`src/rtl/gpio_in_conditioner.sv`:
```
// GPIO input conditioner: per-pin two-flop synchronizer, counter debouncer,
// edge-event pulses and sticky pending flags with an OR-reduced interrupt.
module gpio_in_conditioner #(
  parameter int unsigned WIDTH      = 16,
  parameter int unsigned DEB_CYCLES = 4
) (
  input  logic             CLK_I,
  input  logic             RST_I,
  input  logic [WIDTH-1:0] pinIn,
  input  logic [WIDTH-1:0] riseEn,
  input  logic [WIDTH-1:0] fallEn,
  input  logic [WIDTH-1:0] evtClr,
  output logic [WIDTH-1:0] gpioIn,
  output logic [WIDTH-1:0] riseEvt,
  output logic [WIDTH-1:0] fallEvt,
  output logic [WIDTH-1:0] evtPending,
  output logic             irq
);

  localparam int unsigned CW = $clog2(DEB_CYCLES) + 1;
  localparam logic [CW-1:0] CNT_MAX = CW'(DEB_CYCLES - 1);

  logic [WIDTH-1:0] sync1;
  logic [WIDTH-1:0] sync2;
  logic [WIDTH-1:0] stable_q;
  logic [WIDTH-1:0] stable_d;
  logic [WIDTH-1:0] rise_q;
  logic [WIDTH-1:0] rise_d;
  logic [WIDTH-1:0] fall_q;
  logic [WIDTH-1:0] fall_d;
  logic [WIDTH-1:0] pend_q;
  logic [WIDTH-1:0] pend_d;
  logic [CW-1:0]    cnt_q [WIDTH];
  logic [CW-1:0]    cnt_d [WIDTH];

  // Debounce: a mismatch must persist DEB_CYCLES edges before it is accepted
  always_comb begin
    stable_d = stable_q;
    rise_d   = '0;
    fall_d   = '0;
    for (int unsigned i = 0; i < WIDTH; i++) begin
      cnt_d[i] = cnt_q[i];
      if (sync2[i] == stable_q[i]) begin
        cnt_d[i] = '0;
      end else if (cnt_q[i] < CNT_MAX) begin
        cnt_d[i] = cnt_q[i] + CW'(1);
      end else begin
        cnt_d[i]    = '0;
        stable_d[i] = sync2[i];
        rise_d[i]   = sync2[i];
        fall_d[i]   = ~sync2[i];
      end
    end
  end

  // Set has priority over clear; enables only gate new events
  always_comb begin
    pend_d = (rise_q & riseEn) | (fall_q & fallEn) | (pend_q & ~evtClr);
  end

  always_ff @(posedge CLK_I or negedge RST_I) begin
    if (!RST_I) begin
      sync1    <= '0;
      sync2    <= '0;
      stable_q <= '0;
      rise_q   <= '0;
      fall_q   <= '0;
      pend_q   <= '0;
    end else begin
      sync1    <= pinIn;
      sync2    <= sync1;
      stable_q <= stable_d;
      rise_q   <= rise_d;
      fall_q   <= fall_d;
      pend_q   <= pend_d;
    end
  end

  always_ff @(posedge CLK_I or negedge RST_I) begin
    if (!RST_I) begin
      for (int unsigned i = 0; i < WIDTH; i++) cnt_q[i] <= '0;
    end else begin
      for (int unsigned i = 0; i < WIDTH; i++) cnt_q[i] <= cnt_d[i];
    end
  end

  assign gpioIn     = stable_q;
  assign riseEvt    = rise_q;
  assign fallEvt    = fall_q;
  assign evtPending = pend_q;
  assign irq        = |pend_q;

endmodule

```
`config.mk`:
```
export PLATFORM = sky130hd
export DESIGN_NAME = gpio_in_conditioner
export DESIGN_NICKNAME = d
export VERILOG_FILES = /design/src/rtl/gpio_in_conditioner.sv
export SDC_FILE = /design/constraint.sdc
export NUM_CORES = 1
export LEC_CHECK = 0
export BUFFER_PORTS_ARGS = -buffer_cell sky130_fd_sc_hd__buf_2
export CAP_MARGIN = 20
export CORE_MARGIN = 2
export CORE_UTILIZATION = 30
export CTS_CLUSTER_DIAMETER = 120
export DETAILED_ROUTE_END_ITERATION = 10
export PLACE_DENSITY_LB_ADDON = 0.05
export SLEW_MARGIN = 20
export SYNTH_ARGS = -nofsm -noshare
export SYNTH_HDL_FRONTEND = slang
export SYNTH_SLANG_ARGS = --single-unit
```
`constraint.sdc`:
```
create_clock -name CLK_I -period 1.3 [get_ports CLK_I]
set_input_delay 0.195 -clock CLK_I [delete_from_list [all_inputs] [get_ports CLK_I]]
set_output_delay 0.195 -clock CLK_I [all_outputs]
set_load 0.02 [all_outputs]
```
==> reports/results.ini <==
[sta]
fin_crit_ps = 1742
finalHoldViolations = 0
worst_clock_skew_ps = 5.487
setup_viol = 1
report.final.slew_viol_count = 0
worst_pin_slew_ps = 370.7
fin_crit_sh = 1.340
rsz0062_at_grt = yes
fmax_ghz = 0.5741
worst_slack_ps = -441.9
relSlewSlack = 0.7529
finalHoldWorstSlack_ps = 3.748

[status]
violations = setup timing
status = finished with violations

[power]
fin_total_pwr_uw = 15080
vdd_drop_max_v = 0.001038
p_per_area_nw_per_um2 = 2040
p_leak_uw = 0.003703

[detailed_routing]
final_antenna_net_count = 0
met2_wirelength_um = 4711
routed_via_density = 4.261
drcViolationCount = 0
vias = 3341
drt_iter0_markers = 111
wl_per_cell_um = 13.57
highest_layer = met4
wl_met3_um = 623
met1Wirelength_um = 5109
wirelength_um = 10640
first_pass_iters = 4

[worst_hold_path]
hp-class = primary input to flip-flop
min_from = evtClr[9]

[floorplan]
core_um2 = 17120
dieWidth_um = 135.6
start_util = 0.3036
ioPinCount = 131
die-area_um2 = 18390
rows = 48
die_y_um = 135.6

[yosys]
yosys_warnings = 0
synth_top_area_share = 0.6935
ys_seq_area_frac = 0.6935
postSynthAreaPerCell_um2 = 15.28
synth.area.top_cells = dfrtp_1, nor3b_1, and3_1
synth_cell_types = 15
synth_area_um2 = 5196
synth_seq_cells = 144
syn-num-nets = 422
synthCells = 340
yosysTopAreaCell = dfrtp_1

[cells_and_area]
nets = 628
syn_to_final_growth_pct = 42.26
antenna-diode-count = 0
fillCellCount = 1596
drive_gt1_frac = 0.3918

[critical_path]
criticalPathCategory = flip-flop to output port
rr_startpoint = cnt_q[21]$_DFF_PN0_
crit_fanout = 2
cp-start-kind = flip-flop
end_kind = output port
crit_start = evtPending[7]$_DFF_PN0_
cp.required_ps = 1110
crit_arrival_ps = 1550

[placed_design]
hpwl_um = 7510
gp_congestion = 0.7211
io_buffers = 130

[cts]
root_buffer = clkbuf_16
cts_buffers = 17
cts.path.max_buffers = 2
cts_tree = built
ctsHtreeMaxLevel = 4
path_clk_slew_ps = 60
clock_sinks = 144
worstSkewPairLatency_ps = 410

[flow_run]
maxCapViolCount = 0

[global_route]
grt_max_degree = 38
grt_pass1_wl_um = 17270
gr-total-overflow = 0
antenna_found_initial = 0
grt_pass1_vias = 3484
grt_usage = 0.1236

==> power by group <==
part           internal, µW  switching [µW]  leakage [µW]
Sequential             5430             930       0.00186
Combinational          1890            1820       0.00154
Clock                  3210            1800      0.000298
==> metrics by stage <==
step | setup slack [ps] | cell area [µm²] | TNS [ps] | cells | utilization
after floorplan | 116.2 | 5196 | 0 | 340 | -
after global placement | -105.2 | 6337 | -105.2 | 717 | 0.3702
after detailed placement | -149.4 | 6337 | -149.4 | 717 | 0.3702
after CTS | -530.9 | 7356 | -536.5 | 783 | 0.4298
after global routing | -588.4 | 7392 | -753.5 | 784 | 0.4319
final | -441.9 | 7392 | -441.9 | 784 | 0.4319
==> routing by layer <==
metal	GRT usage	vias to the layer above
met5	0	-
met4	0.05729	0
met3	0.03816	13
met2	0.1835	97
met1	0.1657	1606
li1	-	1625
==> cells in the final DEF (no fill, tap or decap), types with 13 or more instances in the layout <==
master	n
dfrtp_1	144
o21ai_0	15
buf_4	16
and3_1	32
xor2_1	16
buf_6	13
nor3b_2	16
buf_2	122
a22oi_1	15
a21oi_2	16
inv_1	15
dlygate4sd3_1	33
nor3b_1	32
mux2_1	16
clkbuf_16	17
ha_1	16
==> what timing repair did <==
action	in CTS	in global routing
cloned	0	0
endpoints found under the setup margin	6	5
hold endpoints to repair	59	0
setup buffers	4	2
resized for setup	18	5
hold buffers	33	0
pin swaps	1	2
==> worst paths after layout <==
| check | slack (ps) | cells past startpoint | end |
|---|---|---|---|
| min in group asynchronous | 250 | 2 | cnt_q[45]$_DFF_PN0_ |
| worst max-delay path | -440 | 4 | irq |
| max in group asynchronous | 530 | 3 | fallEvt[1]$_DFF_PN0_ |
| worst max register to register | 180 | 2 | gpioIn[8]$_DFFE_PN0P_ |
| worst min-delay path | 4 | 2 | evtPending[9]$_DFF_PN0_ |
| worst min register to register | 340 | 0 | sync2[10]$_DFF_PN0_ |
==> logic make-up after synthesis <==
group | count (synthesis) | synth area share
xor+xnor | 16 | 0.02697
flops | 144 | 0.6935
mux | 16 | 0.03467
fa+ha+maj | 16 | 0.03853
compound gates | 47 | 0.06501
simple gates | 86 | 0.1305
buf+inv | 15 | 0.01083
==> sequential cells by signal (all words and copies together), names as in the netlist <==
signal / cells
cnt_q: 48
evtPending: 16
fallEvt: 16
gpioIn: 16
riseEvt: 16
sync1: 16
sync2: 16
==> cells in the mapped netlist, drive strengths merged <==
library cell  count
a21oi            16
a221o             1
a22oi            15
and3             32
dfrtp           144
ha               16
inv              15
mux2             16
nand4             1
nor2b             1
nor3b            48
nor4              4
o21ai            15
xor2             16
==> critical path, stage by stage (launching register included) <==
cell and delay (ps):
dfrtp_1 400, nor4_4 290, buf_4 160, nand4_1 120
buf_6 160
==> layout make-up <==
class                      count  area (µm²)  share of cell area
timing repair buffer         187        1267              0.1715
tap                          225       281.5             0.03808
clock buffer                  22       484.2             0.06550
clock inverter                10       132.6             0.01794
multi-input combinational    181        1567              0.2119
inverter                      15       56.30            0.007617
sequential                   144        3603              0.4875
Note: power is estimated with default switching activity, not from simulation.
